<file path="src/rtl/ama_riscv_fe_fetch_queue_ctrl.sv">
// ---------------------------------------------------------------------------
// ama_riscv_fe_fetch_queue_ctrl
//
// Front-end fetch controller. It keeps up to MAX_OUTSTANDING IMEM requests
// in flight and buffers in-order responses in an FQ_DEPTH-entry queue that
// feeds decode. A redirect from execute flushes the queue and discards
// responses to requests that were already in flight. With SPEC_MODE=0,
// decode is held after a consumed flow instruction until execute resolves
// it. With SPEC_MODE=1, fetch predicts not-taken and never holds.
//
// Ports
//   clk, rst         single clock, synchronous active-high reset
//   imem_req_*       fetch request channel (valid/ready, word address)
//   imem_rsp_*       in-order response channel (valid/ready, instruction)
//   dec_*            queue head to decode (valid/ready, inst, pc)
//   flow_inst_dec    consumed head is a branch/jump
//   resolve          execute resolved a flow instruction
//   redirect(_pc)    flow changed; refetch from redirect_pc
//   fq_count         queue occupancy
// ---------------------------------------------------------------------------
module ama_riscv_fe_fetch_queue_ctrl #(
  parameter logic [31:0] RESET_VEC       = 32'h0,
  parameter int unsigned FQ_DEPTH        = 4,
  parameter int unsigned MAX_OUTSTANDING = 2,
  parameter bit          SPEC_MODE       = 1'b1
) (
  input  logic                          clk,
  input  logic                          rst,
  output logic                          imem_req_valid,
  input  logic                          imem_req_ready,
  output logic [31:0]                   imem_req_addr,
  input  logic                          imem_rsp_valid,
  output logic                          imem_rsp_ready,
  input  logic [31:0]                   imem_rsp_data,
  output logic                          dec_valid,
  input  logic                          dec_ready,
  output logic [31:0]                   dec_inst,
  output logic [31:0]                   dec_pc,
  input  logic                          flow_inst_dec,
  input  logic                          resolve,
  input  logic                          redirect,
  input  logic [31:0]                   redirect_pc,
  output logic [$clog2(FQ_DEPTH+1)-1:0] fq_count
);

  localparam int unsigned CNT_W    = $clog2(FQ_DEPTH + 1);
  localparam int unsigned PTR_W    = $clog2(FQ_DEPTH);
  localparam logic [31:0] RESET_PC = RESET_VEC & ~32'h3;

  typedef enum logic [1:0] {
    ST_RST,
    ST_FETCH,
    ST_HOLD_FLOW
  } state_t;

  state_t           state;
  logic [31:0]      fetch_pc;
  logic [31:0]      rsp_pc;       // PC of the next response that will be kept
  logic [CNT_W-1:0] outstanding;
  logic [CNT_W-1:0] drop_cnt;
  logic [CNT_W-1:0] count;
  logic [PTR_W-1:0] wr_ptr;
  logic [PTR_W-1:0] rd_ptr;
  logic [31:0]      q_pc   [FQ_DEPTH];
  logic [31:0]      q_inst [FQ_DEPTH];

  logic             req_fire;
  logic             rsp_fire;
  logic             rsp_keep;
  logic             pop;
  logic [31:0]      target_pc;

  // Credit rule: in-flight requests plus queued entries never exceed the
  // queue depth, so every returning response is guaranteed a free slot.
  assign imem_req_valid = !rst && (state != ST_RST) && !redirect &&
                          (outstanding < CNT_W'(MAX_OUTSTANDING)) &&
                          (({1'b0, outstanding} + {1'b0, count}) < (CNT_W+1)'(FQ_DEPTH));
  assign imem_req_addr  = fetch_pc;
  assign imem_rsp_ready = !rst && (state != ST_RST);

  assign dec_valid = !rst && (count != '0) && (state == ST_FETCH) && !redirect;
  assign dec_inst  = q_inst[rd_ptr];
  assign dec_pc    = q_pc[rd_ptr];
  assign fq_count  = count;

  assign req_fire  = imem_req_valid && imem_req_ready;
  // A response with nothing outstanding is a protocol violation; ignore it.
  assign rsp_fire  = imem_rsp_valid && imem_rsp_ready && (outstanding != '0);
  // Responses to pre-redirect requests (drop_cnt) or arriving in the
  // redirect cycle itself never reach the queue.
  assign rsp_keep  = rsp_fire && (drop_cnt == '0) && !redirect;
  assign pop       = dec_valid && dec_ready;
  assign target_pc = redirect_pc & ~32'h3;

  // NOTE: sequential state uses non-blocking assignments so every register
  // samples pre-edge values regardless of statement order.
  always_ff @(posedge clk) begin
    if (rst) begin
      state       <= ST_RST;
      fetch_pc    <= RESET_PC;
      rsp_pc      <= RESET_PC;
      outstanding <= '0;
      drop_cnt    <= '0;
      count       <= '0;
      wr_ptr      <= '0;
      rd_ptr      <= '0;
    end else begin
      outstanding <= outstanding + CNT_W'(req_fire) - CNT_W'(rsp_fire);
      if (redirect) begin
        // Redirect wins over resolve and over any state transition.
        state    <= ST_FETCH;
        fetch_pc <= target_pc;
        rsp_pc   <= target_pc;
        drop_cnt <= outstanding - CNT_W'(rsp_fire);
        count    <= '0;
        wr_ptr   <= '0;
        rd_ptr   <= '0;
      end else begin
        case (state)
          ST_RST:       state <= ST_FETCH;
          ST_FETCH:     if (!SPEC_MODE && pop && flow_inst_dec) state <= ST_HOLD_FLOW;
          ST_HOLD_FLOW: if (resolve) state <= ST_FETCH;
          default:      state <= ST_RST;
        endcase
        if (req_fire) fetch_pc <= fetch_pc + 32'd4;
        if (rsp_fire && (drop_cnt != '0)) drop_cnt <= drop_cnt - CNT_W'(1);
        if (rsp_keep) begin
          rsp_pc <= rsp_pc + 32'd4;
          wr_ptr <= wr_ptr + PTR_W'(1);
        end
        if (pop) rd_ptr <= rd_ptr + PTR_W'(1);
        count <= count + CNT_W'(rsp_keep) - CNT_W'(pop);
      end
    end
  end

  // NOTE: queue storage is deliberately not reset; entries are only read
  // when count says they hold valid data.
  always_ff @(posedge clk) begin
    if (rsp_keep) begin
      q_pc[wr_ptr]   <= rsp_pc;
      q_inst[wr_ptr] <= imem_rsp_data;
    end
  end

endmodule

</file>
<file path="config.mk">
export PLATFORM = sky130hd
export DESIGN_NAME = ama_riscv_fe_fetch_queue_ctrl
export DESIGN_NICKNAME = d
export VERILOG_FILES = /design/src/rtl/ama_riscv_fe_fetch_queue_ctrl.sv
export SDC_FILE = /design/constraint.sdc
export NUM_CORES = 1
export LEC_CHECK = 0
export BUFFER_PORTS_ARGS = -buffer_cell sky130_fd_sc_hd__buf_2
export CORE_ASPECT_RATIO = 0.75
export CORE_UTILIZATION = 40
export CTS_BUF_LIST = sky130_fd_sc_hd__clkbuf_2
export CTS_CLUSTER_DIAMETER = 150
export DETAILED_ROUTE_END_ITERATION = 7
export GPL_TIMING_DRIVEN = 0
export PLACE_DENSITY_LB_ADDON = 0.2
export SYNTH_ARGS = -nofsm -noshare
export SYNTH_HDL_FRONTEND = slang
export SYNTH_SLANG_ARGS = --single-unit
</file>
<file path="constraint.sdc">
create_clock -name clk -period 5.2 [get_ports clk]
set_clock_uncertainty 0.2 [all_clocks]
set_input_delay 1.04 -clock clk [delete_from_list [all_inputs] [get_ports clk]]
set_output_delay 1.04 -clock clk [all_outputs]
set_load 0.02 [all_outputs]
</file>
==> results.toml, run 1 <==
[status]
outcome = "complete, no violations"

[floorplanning]
die_y_um = 160
die-area_sq_mm = 0.0338
die_x_um = 212
rows = 57
pin_count = 174
core_area_sq_mm = 0.0324
start_util_pct = 40.8

[place]
portBuffers = 165
place_inst = 1466
hpwl_mm = 20.7
gp_congestion = 0.860

[worst_setup_path]
cp_top_family = "buffers and inverters"
critPathSlowestCell = "buf_1"
crit_path_end_kind = "output port"
start_kind = "flip-flop"
max_stage_delay_ns = 0.74
worstPathRequired_ns = 3.96
cp.arrival_ns = 3.11
crit_chain = "clkbuf_1, buf_1, mux4_2, buf_2"
crit_type = "reg -> out"
critPathMaxFanout = 10
path_buf_inv = 3

[grt]
antenna_found_initial = 1
overflow = 0
grtUsageTotal_pct = 19.0
grt_pass1_vias = 8441
grt_pass1_wl_mm = 48.4
grt_max_degree = 57

[logic_synthesis]
synthTopCellsByArea = "edfxtp_1 (56%), dfxtp_1 (11%), mux4_2 (11%)"
synth_most_common_cell = "edfxtp_1"
synthCells = 852
yosys.area.top_type_share_pct = 56.3
synth_enable_flop_cells = 248
yosys_most_used_dff = "edfxtp_1"
synth.yosys.warnings = 0
synthArstFlopShare_pct = 0
ys_types = 55
avgSynthCellArea_sq_um = 15.5
seq_area_frac_synth_pct = 67.8
synth_top_area_cell = "edfxtp_1"
syn_area_sq_mm = 0.0132
synth_top_cells_by_count = "edfxtp_1 (248), dfxtp_1 (76), mux4_2 (62)"
ys_ff_latch = 324

[layout]
drive_gt1_share_pct = 33.3
fin_cells = 1607
final_nets = 1197
multi_input_area_sq_mm = 0.00400
seq_area_sq_mm = 0.00897
area_delta_synth_final_pct = 17.1
fillers = 2960

[cts]
clock_latency_ns = 0.87
ctsHoldBuffers = 0
cts_buffers = 80
path_clk_slew_ns = 0.11
numClockSinks = 324
cts_tree = "built"
post_cts_buffers = 0
cts_resized = 0
ctsRootBufferMaster = "clkbuf_2"
clockBufferDepth = 3
cts_htree_levels = 3

[pwr]
power_mw = 4.90
p_int_mw = 3.66
power.density_mw_per_mm2 = 316
pwr-share-comb_pct = 5.5
power_switching_mw = 1.24
p_seq_share_pct = 59.2
irDropWorstVdd_mv = 0.135
power.leakage_nw = 5.44
swShare_pct = 25.3
p_clk_share_pct = 35.3

[detailed_routing]
drc = 0
viasPerCell = 5.28
vias = 8481
wl_per_cell_um = 19.7
ant_nets = 0
dr.pass1.iters = 5
initialDrtViolationCount = 595
routed_wl_mm = 31.6

[job]
maxCapViolations = 0

[timing]
layout_min_cycle_time_ns = 4.35
max_freq_ghz = 0.230
maxSlewViolCount = 0
setup_violations = 0
worstMarginPinSlew_ns = 0.906
rsz0062_at_grt = "no"
finalHoldViolCount = 0
period_share_pct = 83.7
max-slew-margin-rel_pct = 39.6

[hold_path]
min_path_type = "in -> reg"
==> layout by cell type (no fill, tap or decap), drive strengths merged, types with 9 or more instances in the layout <==
cell	n
mux4	62
xor2	11
a311oi	11
a211oi	12
buf	184
nand4	26
nand2	45
o21ai	31
a31oi	10
nor4	13
or3	9
edfxtp	248
a21oi	27
xnor2	23
nand3	24
nor2	41
nor3	12
inv	28
dfxtp	76
ha	17
clkbuf	155
clkinv	9
==> through the flow <==
stage / hold WS (ns) / setup WS, ns / instance area [sq um] / utilization, % / setup TNS (ns)
6_report: 0.167 / 0.847 / 15500 / 47.8 / 0
5_1_grt: 0.0674 / 0.516 / 15500 / 47.8 / 0
4_1_cts: 0.0386 / 0.600 / 15500 / 47.7 / 0
3_5_place_dp: 0.303 / 1.35 / 14700 / 45.4 / 0
3_3_place_gp: 0.294 / -0.281 / 14600 / 45.1 / -56.52
2_1_floorplan: 0.269 / 1.32 / 13200 / - / 0
==> registers in the layout, summed over array words and instances (netlist names), 3 cells and up, named ones only <==
signal	flops
q_inst	128
q_pc	120
imem_req_addr	30
rsp_pc	30
drop_cnt	3
fq_count	3
outstanding	3
==> layer usage <==
metal / share of wire (%) / wire, um / global-route usage, %
met2: 42 / 13300 / 26.4
met1: 47 / 15000 / 28.3
met5: 0 / 0 / 0
met3: 8.3 / 2610 / 4.65
met4: 2.2 / 702 / 7.64
==> final timing paths <==
check	from	endpoint	slack, ns	depth (start not counted)
setup / recovery	flip-flop	dec_inst[12]	0.85	4
hold / removal	imem_rsp_data[20]	q_inst[2][20]	0.17	1
setup reg to reg	outstanding[2]	outstanding[2]	1.84	12
hold reg to reg	imem_req_addr[30]	imem_req_addr[30]	0.31	2
==> cell families after synthesis <==
kind of cell / count (synthesis) / synth area share, %
flops: 324 / 67.8
simple gates: 212 / 8.68
compound gates: 124 / 6.13
buf+inv: 70 / 2.20
mux: 68 / 11.0
xor+xnor: 34 / 2.25
fa+ha+maj: 19 / 1.91
other cells: 1 / 0.0283
==> area by class of cell <==
cell class / instances / area share (%)
Multi-Input combinational cell: 461 / 25.8
Clock buffer: 125 / 4.04
Tap cell: 442 / 3.57
Sequential cell: 324 / 57.9
Clock inverter: 15 / 0.791
Buffer: 45 / 1.26
Antenna cell: 1 / 0.0161
Timing Repair Buffer: 169 / 6.04
Inverter: 25 / 0.622
==> worst register-to-register path, cell delays in order (launching register included) <==
cell and delay [ns]:
dfxtp_1 0.43, ha_1 0.27, nor4b_2 0.34, and4_1 0.24, buf_4 0.18, inv_4 0.09, clkbuf_1 0.31, ha_1 0.38
inv_1 0.04, ha_1 0.18, fa_1 0.37, xor2_1 0.15, nor2_1 0.05
==> power groups by stage <==
stage | registers [mW] | logic, mW | clock network, mW
after global placement | 2.95 | 0.263 | 0
after floorplan | 2.95 | 0.137 | 0
final | 2.90 | 0.271 | 1.73
after detailed placement | 2.95 | 0.267 | 0
after CTS | 2.90 | 0.269 | 1.80
after global routing | 2.91 | 0.296 | 1.92
(Power assumes the default switching activity.)
==> inputs of run 2 (changes only) <==
- clock period: 5.2 -> 4.08 ns (I/O delays scaled with it)
==> run 2 against run 1 <==
Net effect: via count increased by 2.1%; sequential power increased by 27%; final cell count up 3.1%; total power is 28% higher; final area increased by 3.3%; routed wire length rose by 1.2%; non-clock buffer count is 50 higher.
==> results.toml, run 2 (synthesis results as in run 1) <==
[status]
outcome = "complete, no violations"

[timing]
maxSlewViolCount = 0
worstMarginPinSlew_ns = 0.842
period_share_pct = 93.3
max_freq_ghz = 0.263
setup_violations = 0
rsz0062_at_grt = "no"
finalHoldViolCount = 0
layout_min_cycle_time_ns = 3.81
max-slew-margin-rel_pct = 43.6
timing.hold.ws_ns = 0.0888

[cts]
cts_buffers = 80
clock_latency_ns = 0.87
path_clk_slew_ns = 0.11
clockBufferDepth = 3
numClockSinks = 324
ctsRootBufferMaster = "clkbuf_2"
cts_tree = "built"
post_cts_buffers = 0
cts_htree_levels = 3

[layout]
final_nets = 1247
largest_register_ffs = 128
top_register = "q_inst"
drive_gt1_share_pct = 32.1
area_delta_synth_final_pct = 21.0
final_cell_mix = "edfxtp_1 (248), buf_2 (171), clkbuf_2 (126)"
final_common_cell = "edfxtp_1"
design_area_sq_mm = 0.0160
biggestRegsByFlops = "q_inst (128), q_pc (120)"

[grt]
grt_pass1_wl_mm = 49.2
grt_pass1_vias = 8666
grt_max_degree = 57
antenna_found_initial = 1
overflow = 0
grtUsageTotal_pct = 19.2

[worst_setup_path]
crit_type = "reg -> out"
start_kind = "flip-flop"
cp_top_family = "buffers and inverters"
cp.arrival_ns = 2.79
critPathMaxFanout = 10
worstPathRequired_ns = 3.06
crit_chain = "buf_1, clkbuf_1, mux4_2, buf_2"
crit_path_end_kind = "output port"
path_buf_inv = 3
critPathSlowestCell = "clkbuf_1"
max_stage_delay_ns = 0.56

[hold_path]
min_path_type = "in -> reg"

[floorplanning]
die_y_um = 160
rows = 57
die-area_sq_mm = 0.0338
core_area_sq_mm = 0.0324
die_x_um = 212
pin_count = 174
start_util_pct = 40.8

[detailed_routing]
initialDrtViolationCount = 633
wl_per_cell_um = 19.3
ant_nets = 0
drc = 0
dr.pass1.iters = 5
viasPerCell = 5.23
vias = 8660
routed_wl_mm = 32.0

[pwr]
irDropWorstVdd_mv = 0.173
power.density_mw_per_mm2 = 393
power.leakage_nw = 5.66

[job]
maxCapViolations = 0

[place]
hpwl_mm = 20.7
gp_congestion = 0.860
dpl_cell_area_sq_mm = 0.0147
portBuffers = 165
==> run 2: cell count changes in the layout (fill, tap and decap cells not counted), sizes merged <==
cell           previous run  this run
dlygate4sd3               0        51
buf                     184       183
clkbuf                  155       154
clkdlybuf4s18             0         1
==> run 2: final timing paths <==
kind	from	end	slack (ns)	depth (start not counted)
max reg2reg	outstanding[2]	outstanding[2]	0.72	12
min	redirect_pc[14]	imem_req_addr[14]	0.09	3
max	flip-flop	dec_inst[8]	0.27	4
min reg2reg	imem_req_addr[30]	imem_req_addr[30]	0.31	2
==> run 2: power breakdown <==
part           leakage, nW  switching [mW]  total [mW]  internal (mW)
clock                0.575            1.27        2.21          0.933
combinational         2.21           0.223       0.384          0.161
sequential            2.88          0.0908        3.69           3.60
==> run 2: final cells by class <==
cell class | instances | area [sq um]
Multi-Input combinational cell | 461 | 4000
Buffer | 44 | 199
Fill cell | 2930 | 16400
Tap cell | 442 | 553
Clock buffer | 125 | 626
Inverter | 25 | 96.3
Sequential cell | 324 | 8970
Antenna cell | 1 | 2.50
Timing Repair Buffer | 220 | 1450
Clock inverter | 15 | 123
==> run 2: repair_timing <==
| item | in CTS | in global routing |
|---|---|---|
| resized for setup | 3 | 2 |
| hold buffers | 51 | 0 |
| setup endpoints to repair | 10 | 9 |
| endpoints found under the hold margin | 152 | 0 |
==> run 2: worst register-to-register path, stage by stage, from the launching register on <==
cell	delay [ns]
dfxtp_1	0.43
ha_1	0.27
nor4b_2	0.33
and4_1	0.24
buf_4	0.18
inv_4	0.09
clkbuf_1	0.31
ha_1	0.39
inv_1	0.04
ha_1	0.18
fa_1	0.37
xor2_1	0.15
nor2_1	0.05
==> run 2: layer usage <==
metal | routed length (um) | GRT usage, % | vias up | share of wire [%]
met3 | 2500 | 4.60 | 57 | 7.8
met1 | 15100 | 28.3 | 4210 | 47
met5 | 0 | 0 | - | 0
met2 | 13700 | 27.3 | 370 | 43
li1 | - | - | 4023 | -
met4 | 704 | 7.71 | 0 | 2.2
==> run 2: stage by stage <==
stage	utilization, %	setup WS [ns]	power, mW	instances	TNS, ns
floorplan	-	0.424	3.93	855	0
global placement	45.1	-1.18	4.10	1462	-278.73
detailed placement	45.4	0.457	4.11	1466	0
CTS	49.3	0.0560	6.37	1656	0
global route	49.3	0.0215	6.57	1657	0
finish	49.3	0.274	6.28	1657	0
